`src/rtl/serial_bus_pkg.sv`:
```
// Shared definitions for the serial bus: FSM state encodings and frame/response
// bit values used by the slave endpoint.
package serial_bus_pkg;

  localparam int unsigned DATA_W = 8;

  localparam logic START_BIT = 1'b1;
  localparam logic ACK       = 1'b1;
  localparam logic NACK      = 1'b0;
  localparam logic RW_WRITE  = 1'b1;

  // Encodings are visible on state_o and must stay fixed.
  typedef enum logic [3:0] {
    ST_IDLE      = 4'd0,
    ST_RW        = 4'd1,
    ST_ADDR      = 4'd2,
    ST_DATA      = 4'd3,
    ST_PARITY    = 4'd4,
    ST_DECIDE    = 4'd5,
    ST_RSP_START = 4'd6,
    ST_RSP_ACK   = 4'd7,
    ST_RSP_DATA  = 4'd8
  } state_t;

endpackage

```
`src/rtl/sbus_shift_reg.sv`:
```
// LSB-first shift register: parallel load, serial shift-in at the MSB end;
// q[0] is the serial output bit.
module sbus_shift_reg #(
  parameter int unsigned W = 8
) (
  input  logic         clk,
  input  logic         rst,
  input  logic         load,
  input  logic [W-1:0] ld_val,
  input  logic         shift,
  input  logic         sin,
  output logic [W-1:0] q
);

  generate
    if (W == 1) begin : g_single
      always_ff @(posedge clk) begin
        if (rst)        q <= '0;
        else if (load)  q <= ld_val;
        else if (shift) q <= sin;
      end
    end else begin : g_multi
      always_ff @(posedge clk) begin
        if (rst)        q <= '0;
        else if (load)  q <= ld_val;
        else if (shift) q <= {sin, q[W-1:1]};
      end
    end
  endgenerate

endmodule

```
`src/rtl/serial_slave_port.sv`:
```
// Bit-serial slave endpoint: decodes a request frame on rx, accesses a local
// register file and returns ACK/NACK (+ read data) on tx. Optional: SLAVE_PARITY_EN.
module serial_slave_port
  import serial_bus_pkg::*;
#(
  parameter int unsigned ADDR_W = 4
) (
  input  logic              clk,
  input  logic              rstn,
  input  logic              rx,
  output logic              tx,
  input  logic              busy,
  output logic [DATA_W-1:0] wdata,
  output logic              wr_strobe,
  output logic [3:0]        state_o
);

  localparam int unsigned CNT_W = ($clog2(ADDR_W) > 3) ? $clog2(ADDR_W) : 3;
  localparam int unsigned DEPTH = 1 << ADDR_W;
  localparam logic [CNT_W-1:0] ADDR_LAST = CNT_W'(ADDR_W - 1);
  localparam logic [CNT_W-1:0] BYTE_LAST = CNT_W'(DATA_W - 1);

`ifdef SLAVE_PARITY_EN
  localparam state_t AFTER_FIELDS = ST_PARITY;
`else
  localparam state_t AFTER_FIELDS = ST_DECIDE;
`endif

  state_t              state;
  logic [CNT_W-1:0]    cnt;
  logic                rw_q;
  logic                ack_q;
  logic                ack_now;
  logic [ADDR_W-1:0]   addr_q;
  logic [DATA_W-1:0]   data_q;
  logic [DATA_W-1:0]   mem [DEPTH];

  logic                addr_shift;
  logic                data_shift;
  logic                data_sin;
  logic                data_load;
  logic [DATA_W-1:0]   data_ld_val;

  // The data register doubles as rx capture and tx serialiser: it is cleared at
  // each start bit, filled during DATA, reloaded with read data in DECIDE.
  always_comb begin
    addr_shift  = (state == ST_ADDR);
    data_shift  = (state == ST_DATA) || (state == ST_RSP_DATA);
    data_sin    = (state == ST_DATA) ? rx : 1'b0;
    data_load   = ((state == ST_IDLE) && (rx == START_BIT)) ||
                  ((state == ST_DECIDE) && (rw_q != RW_WRITE) && (ack_now == ACK));
    data_ld_val = (state == ST_DECIDE) ? mem[addr_q] : '0;
  end

  sbus_shift_reg #(.W(ADDR_W)) u_addr_sr (
    .clk    (clk),
    .rst    (rstn),
    .load   (1'b0),
    .ld_val ('0),
    .shift  (addr_shift),
    .sin    (rx),
    .q      (addr_q)
  );

  sbus_shift_reg #(.W(DATA_W)) u_data_sr (
    .clk    (clk),
    .rst    (rstn),
    .load   (data_load),
    .ld_val (data_ld_val),
    .shift  (data_shift),
    .sin    (data_sin),
    .q      (data_q)
  );

`ifdef SLAVE_PARITY_EN
  logic par_q;
  logic parity_ok;

  always_ff @(posedge clk) begin
    if (rstn)                     par_q <= 1'b0;
    else if (state == ST_PARITY)  par_q <= rx;
  end

  // Even parity: rw, addr, data and the parity bit together hold an even number of ones.
  assign parity_ok = ~^{rw_q, addr_q, data_q, par_q};
  assign ack_now   = (!busy && parity_ok) ? ACK : NACK;
`else
  assign ack_now   = busy ? NACK : ACK;
`endif

  always_ff @(posedge clk) begin
    if (rstn) begin
      state     <= ST_IDLE;
      cnt       <= '0;
      rw_q      <= 1'b0;
      ack_q     <= 1'b0;
      wdata     <= '0;
      wr_strobe <= 1'b0;
      for (int unsigned i = 0; i < DEPTH; i++) mem[i] <= '0;
    end else begin
      wr_strobe <= 1'b0;
      case (state)
        ST_IDLE: begin
          cnt <= '0;
          if (rx == START_BIT) state <= ST_RW;
        end
        ST_RW: begin
          rw_q  <= rx;
          state <= ST_ADDR;
        end
        ST_ADDR: begin
          if (cnt == ADDR_LAST) begin
            cnt   <= '0;
            state <= (rw_q == RW_WRITE) ? ST_DATA : AFTER_FIELDS;
          end else begin
            cnt <= cnt + 1'b1;
          end
        end
        ST_DATA: begin
          if (cnt == BYTE_LAST) begin
            cnt   <= '0;
            state <= AFTER_FIELDS;
          end else begin
            cnt <= cnt + 1'b1;
          end
        end
        ST_PARITY: state <= ST_DECIDE;
        ST_DECIDE: begin
          ack_q <= ack_now;
          if ((rw_q == RW_WRITE) && (ack_now == ACK)) begin
            mem[addr_q] <= data_q;
            wdata       <= data_q;
            wr_strobe   <= 1'b1;
          end
          state <= ST_RSP_START;
        end
        ST_RSP_START: state <= ST_RSP_ACK;
        ST_RSP_ACK: begin
          cnt   <= '0;
          state <= ((rw_q != RW_WRITE) && (ack_q == ACK)) ? ST_RSP_DATA : ST_IDLE;
        end
        ST_RSP_DATA: begin
          if (cnt == BYTE_LAST) begin
            cnt   <= '0;
            state <= ST_IDLE;
          end else begin
            cnt <= cnt + 1'b1;
          end
        end
        default: state <= ST_IDLE;
      endcase
    end
  end

  always_comb begin
    tx = 1'b0;
    case (state)
      ST_RSP_START: tx = START_BIT;
      ST_RSP_ACK:   tx = ack_q;
      ST_RSP_DATA:  tx = data_q[0];
      default:      tx = 1'b0;
    endcase
  end

  assign state_o = state;

endmodule

```
`config.mk`:
```
export PLATFORM = sky130hd
export DESIGN_NAME = serial_slave_port
export DESIGN_NICKNAME = d
export VERILOG_FILES = /design/src/rtl/serial_bus_pkg.sv /design/src/rtl/sbus_shift_reg.sv /design/src/rtl/serial_slave_port.sv
export SDC_FILE = /design/constraint.sdc
export NUM_CORES = 1
export LEC_CHECK = 0
export ABC_CLOCK_PERIOD_IN_PS = 3100
export CAP_MARGIN = 25
export CORE_MARGIN = 5
export CORE_UTILIZATION = 35
export DETAILED_ROUTE_END_ITERATION = 7
export GPL_TIMING_DRIVEN = 0
export SYNTH_ARGS = -nofsm -noshare
export SYNTH_HDL_FRONTEND = slang
export SYNTH_HIERARCHICAL = 1
export SYNTH_SLANG_ARGS = --single-unit
```
`constraint.sdc`:
```
create_clock -name clk -period 3.1 [get_ports clk]
set_clock_uncertainty 0.2 [all_clocks]
set_input_delay 0.465 -clock clk [delete_from_list [all_inputs] [get_ports clk]]
set_output_delay 0.465 -clock clk [all_outputs]
set_load 0.01 [all_outputs]
```
==> results of run 1 <==
-- metal layers --
layer | vias up | GRT usage, % | part of all wire [%]
met3 | 22 | 3.69 | 5.0
met2 | 139 | 25.9 | 50
met5 | - | 0 | 0
li1 | 2133 | - | -
met4 | 0 | 4.83 | 2.2
met1 | 2356 | 20.6 | 43
-- cells in the final DEF (no fill, tap or decap), types with 3 or more instances in the layout --
master and instances:
edfxtp_1 128, buf_2 8, mux4_2 28, nor4_4 4
nor2_1 13, nand2_1 22, a22oi_1 9, and2_1 129
nor2b_1 18, ha_1 4, buf_6 5, a21oi_1 12
buf_4 3, dfxtp_1 30, inv_1 5, nor2_4 12
o21ai_0 9, nand2b_1 4, or2_2 16, conb_1 9
a211oi_1 14, mux2i_1 28, clkbuf_16 17, nand3_1 6
clkinvlp_4 7, clkdlybuf4s50_1 17, clkbuf_1 19, clkinv_4 3
-- report_power, final --
| part | internal (mW) | leakage (nW) | total, mW | switching, mW |
|---|---|---|---|---|
| combinational | 0.203 | 1.28 | 0.520 | 0.317 |
| sequential | 2.37 | 1.57 | 2.45 | 0.0827 |
| clock | 1.18 | 0.257 | 2.04 | 0.859 |
| total | 3.76 | 3.10 | 5.02 | 1.26 |
-- critical path, stage by stage, from the launching register on --
cell and delay [ns]:
dfxtp_1 0.33, clkbuf_2 0.20, clkbuf_1 0.35, nand3_1 0.12, o21ai_0 0.21, clkdlybuf4s50_1 0.58
-- cell families (layout without fill, tap and decap cells) --
group | after synthesis | in the layout | share of synthesized area (%)
and+or+nand+nor | 243 | 243 | 21.2
DFF | 158 | 158 | 58.0
muxes | 58 | 58 | 12.2
AOI/OAI and AO/OA | 56 | 56 | 4.96
buffers and inverters | 43 | 92 | 3.02
adders and majority gates | 4 | 4 | 0.653
other | 1 | 9 | 0.0489
-- through the flow --
| step | util, % | worst slack, ns | instance area [um^2] |
|---|---|---|---|
| floorplan | - | 0.997 | 7700 |
| global placement | 37.9 | -0.190 | 8220 |
| detailed placement | 37.9 | -0.218 | 8220 |
| CTS | 40.5 | 0.150 | 8790 |
| global route | 40.6 | 0.103 | 8800 |
| finish | 40.6 | 0.208 | 8800 |
-- synthesized netlist by cell type, types with 2 or more instances --
cell type	count	area, um^2
dfxtp_1	30	601
nand2_1	22	82.6
nand4b_4	2	47.6
edfxtp_1	128	3840
nand2b_1	4	25.0
nand3_1	6	30.0
ha_1	4	50.1
and4b_1	2	20.0
nor3b_1	2	15.0
mux2i_1	28	280
mux2_2	2	22.5
a21oi_1	12	60.1
nor2_4	12	135
buf_1	2	7.51
and2_1	129	807
nor2b_1	18	113
or2_2	16	100
buf_4	3	22.5
o21ai_0	9	45.0
nor3_1	3	15.0
buf_2	8	40.0
a22oi_1	9	67.6
inv_1	5	18.8
nor4_4	4	85.1
buf_6	5	56.3
a22o_1	2	17.5
nor2_1	13	48.8
clkbuf_1	17	63.8
a2111oi_0	2	17.5
mux4_2	28	631
a211oi_1	14	105
-- final timing paths --
kind,start,end,slack (ns),depth (start not counted)
worst max-delay path,state_o[2],tx,0.21,5
worst min-delay path,wdata[7],wdata[7],0.27,2
worst max register to register,u_addr_sr/q[0],mem[3][5],0.50,5
worst min register to register,wdata[7],wdata[7],0.27,2
-- sequential cells by signal, summed over array words and instances, names as in the netlist --
name	flops
mem	128
u_data_sr/q	8
wdata	8
state_o	4
u_addr_sr/q	4
cnt	3
ack_q	1
rw_q	1
wr_strobe	1
-- area by class of cell --
class,instances,area (um^2),area share (%)
sequential,158,4440,50.5
multi-input combinational,370,3030,34.4
clock buffer,19,433,4.92
tap,280,350,3.98
buffer,37,209,2.37
timing repair buffer,17,170,1.93
clock inverter,13,144,1.64
inverter,6,22.5,0.256
==> impl_metrics.json, run 1 <==
{
  "cts_tree": "done",
  "cp-start-kind": "flip-flop",
  "pin_count": 18,
  "root_buffer": "clkbuf_16",
  "p_per_area_nw_per_um2": 570,
  "yosysWarnings": 6,
  "clk_pin_slew_ns": 0.07,
  "post-route-period-util_pct": 93.3,
  "overflow": 0,
  "dieHeight_um": 158,
  "synth-edff-count": 128,
  "synthFlopType": "edfxtp_1",
  "hp-class": "reg2reg",
  "grt_max_degree": 17,
  "synth-seq-cells": 158,
  "clk_path_buf_depth": 2,
  "p_leak_nw": 3.10,
  "synthArstFlopShare_pct": 0,
  "synth_cells": 563,
  "syn2layout_area_growth_pct": 14.8,
  "synth_cell_types": 53,
  "vias": 4650,
  "wl_per_cell_um": 20.6,
  "cts_setup_buffers": 0,
  "dpl.cell_count": 868,
  "cts-htree-levels": 4,
  "postRouteAntennaNets": 0,
  "viasPerCell": 5.17,
  "grt_pass1_vias": 4896,
  "clock.fmax_mhz": 346,
  "fin_nets": 615,
  "first_pass_iters": 5,
  "outcome": "finished clean",
  "grt_use_total_pct": 15.7,
  "finalNonFillerCells": 900,
  "clkLatencyLatePin_ns": 0.43,
  "drt_wl_total_um": 18500,
  "cts_sinks": 158,
  "final_layout_size_suffix_gt1_share_pct": 19.0,
  "fillers": 1985,
  "gp_congestion": 0.851,
  "antenna_cells": 0,
  "whs_ns": 0.267,
  "critical_path_class": "reg2out",
  "fp.dieArea_um2": 25000,
  "antenna_found_initial": 0,
  "worstMarginPinSlew_ns": 0.684,
  "first_iter_violations": 445,
  "crit_fanout": 10,
  "synth_area_um2": 7670,
  "rsz0062_at_grt": "no",
  "cts_resized": 0,
  "layout_min_cycle_time_ns": 2.89,
  "dp_hpwl_um": 12900,
  "cp.arrival_ns": 2.23,
  "totalPowerFinal_mw": 5.02,
  "setup_viol": 0,
  "rows": 54,
  "max-slew-margin-rel_pct": 54.4,
  "ctsHoldBuffers": 0,
  "setup_tns_ns": 0,
  "die_w_um": 158,
  "end_kind": "primary output",
  "drc": 0,
  "coreArea_um2": 21700,
  "port_buffers": 17,
  "ys_seq_area_share_pct": 58.0,
  "syn_area_per_cell_um2": 13.6,
  "hold_viol_final": 0,
  "grt_pass1_wl_um": 28900,
  "numCtsBuffers": 17,
  "finalMaxSlewViolations": 0,
  "start_util_pct": 35.3,
  "cp.required_ns": 2.43,
  "drv_cap": 0,
  "vdd_drop_max_v": 0.000371
}
No activity file was read; power rests on OpenSTA's default activity.
==> run 2: changes to the inputs <==
--- a/config.mk
+++ b/config.mk
@@ -10,6 +10,7 @@
 export CORE_MARGIN = 5
 export CORE_UTILIZATION = 35
 export DETAILED_ROUTE_END_ITERATION = 7
+export GPL_ROUTABILITY_DRIVEN = 0
 export GPL_TIMING_DRIVEN = 0
 export SYNTH_ARGS = -nofsm -noshare
 export SYNTH_HDL_FRONTEND = slang
==> results of run 2 <==
Same layout as run 1: the final DEF is identical, and so are final timing and power.
==> run 3: changes to the inputs <==
--- a/config.mk
+++ b/config.mk
@@ -5,7 +5,7 @@
 export SDC_FILE = /design/constraint.sdc
 export NUM_CORES = 1
 export LEC_CHECK = 0
-export ABC_CLOCK_PERIOD_IN_PS = 3100
+export ABC_CLOCK_PERIOD_IN_PS = 3500
 export CAP_MARGIN = 25
 export CORE_MARGIN = 5
 export CORE_UTILIZATION = 35
==> constraint.sdc (replaced) <==
create_clock -name clk -period 3.5 [get_ports clk]
set_clock_uncertainty 0.2 [all_clocks]
set_input_delay 0.525 -clock clk [delete_from_list [all_inputs] [get_ports clk]]
set_output_delay 0.525 -clock clk [all_outputs]
set_load 0.01 [all_outputs]
==> impl_metrics.json, run 3 (same netlist as run 1, synthesis figures left out) <==
{
  "first_pass_iters": 5,
  "coreArea_um2": 21700,
  "post-route-period-util_pct": 86.9,
  "cts_tree": "done",
  "viasPerCell": 5.16,
  "cts_resized": 0,
  "cp-start-kind": "flip-flop",
  "vias": 4646,
  "drt_wl_total_um": 18600,
  "dieHeight_um": 158,
  "worstMarginPinSlew_ns": 0.680,
  "cts_sinks": 158,
  "cp.required_ns": 2.77,
  "postRouteAntennaNets": 0,
  "ctsHoldBuffers": 0,
  "fillers": 1984,
  "port_buffers": 17,
  "p_leak_nw": 3.10,
  "hold_viol_final": 0,
  "antenna_found_initial": 0,
  "grt_use_total_pct": 15.7,
  "clk_pin_slew_ns": 0.07,
  "final_layout_size_suffix_gt1_share_pct": 18.9,
  "p_per_area_nw_per_um2": 506,
  "setup_viol": 0,
  "pin_count": 18,
  "overflow": 0,
  "drc": 0,
  "grt_pass1_vias": 4896,
  "layout_commonest_cell": "and2_1",
  "grt_max_degree": 17,
  "reg.largest.list": "mem: 128 flops, u_data_sr/q: 8 flops, wdata: 8 flops",
  "regMostFlops": "mem",
  "numCtsBuffers": 17,
  "fp.dieArea_um2": 25000,
  "max-slew-margin-rel_pct": 54.7,
  "final_cell_mix": "129 x and2_1, 128 x edfxtp_1, 30 x dfxtp_1, 28 x mux2i_1, 28 x mux4_2",
  "dp_hpwl_um": 12900,
  "finalMaxSlewViolations": 0,
  "whs_ns": 0.268,
  "cts-htree-levels": 4,
  "vdd_drop_max_v": 0.000326,
  "syn2layout_area_growth_pct": 14.7,
  "root_buffer": "clkbuf_16",
  "largest_reg_flops": 128,
  "hp-class": "reg2reg",
  "critical_path_class": "reg2out",
  "cts_setup_buffers": 0,
  "grt_pass1_wl_um": 28900,
  "start_util_pct": 35.3,
  "clkLatencyLatePin_ns": 0.43,
  "end_kind": "primary output",
  "rows": 54,
  "drv_cap": 0,
  "rsz0062_at_grt": "no",
  "clk_path_buf_depth": 2,
  "outcome": "finished clean",
  "setup_tns_ns": 0,
  "layout_min_cycle_time_ns": 3.04,
  "first_iter_violations": 496,
  "antenna_cells": 0,
  "crit_fanout": 10,
  "cp.arrival_ns": 2.32,
  "die_w_um": 158,
  "finalCoreUtilization_pct": 40.5,
  "wl_per_cell_um": 20.6,
  "fin_nets": 615,
  "clock.fmax_mhz": 329
}
-- run 3: final cells by class --
type	instances	area [um^2]	share of cell area [%]
repair buffers	17	170	1.94
plain buffers	37	209	2.38
well taps	280	350	3.98
inverters	6	22.5	0.256
clock inverters	13	144	1.64
multi-input cells	370	3020	34.3
clock buffers	19	433	4.92
flip-flops and latches	158	4440	50.5
-- run 3: power by group --
part / leakage (nW) / switching [mW] / internal [mW]
clock: 0.257 / 0.764 / 1.05
combinational: 1.28 / 0.281 / 0.179
sequential: 1.57 / 0.0732 / 2.10
total: 3.10 / 1.12 / 3.33
-- run 3: metrics by stage --
stage	cells	worst slack [ns]	instance area (um^2)	total power [mW]
4_1_cts	900	0.490	8790	4.46
3_5_place_dp	868	0.122	8220	2.67
5_1_grt	900	0.331	8790	4.60
6_report	900	0.459	8790	4.45
3_3_place_gp	868	0.150	8220	2.66
2_1_floorplan	571	1.35	7700	2.50
-- run 3: final timing paths --
kind	from	end	slack, ns	depth (start not counted)
hold reg to reg	wdata[7]	wdata[7]	0.27	2
setup reg to reg	u_addr_sr/q[0]	mem[3][2]	0.85	5
setup / recovery	state_o[0]	tx	0.46	5
hold / removal	wdata[7]	wdata[7]	0.27	2
-- run 3: per-layer routing --
metal / GRT usage (%) / up-vias / routed length, um
met5: 0 / - / 0
met4: 4.83 / 0 / 380
met3: 3.69 / 22 / 924
met2: 25.9 / 149 / 9270
met1: 20.6 / 2348 / 8000
li1: - / 2127 / -
-- run 3: critical path: stages, from the launching register on --
cell and delay, ns:
dfxtp_1 0.39, clkbuf_1 0.25, nor3_1 0.42, nand3_1 0.12, o21ai_0 0.12, clkdlybuf4s50_1 0.58
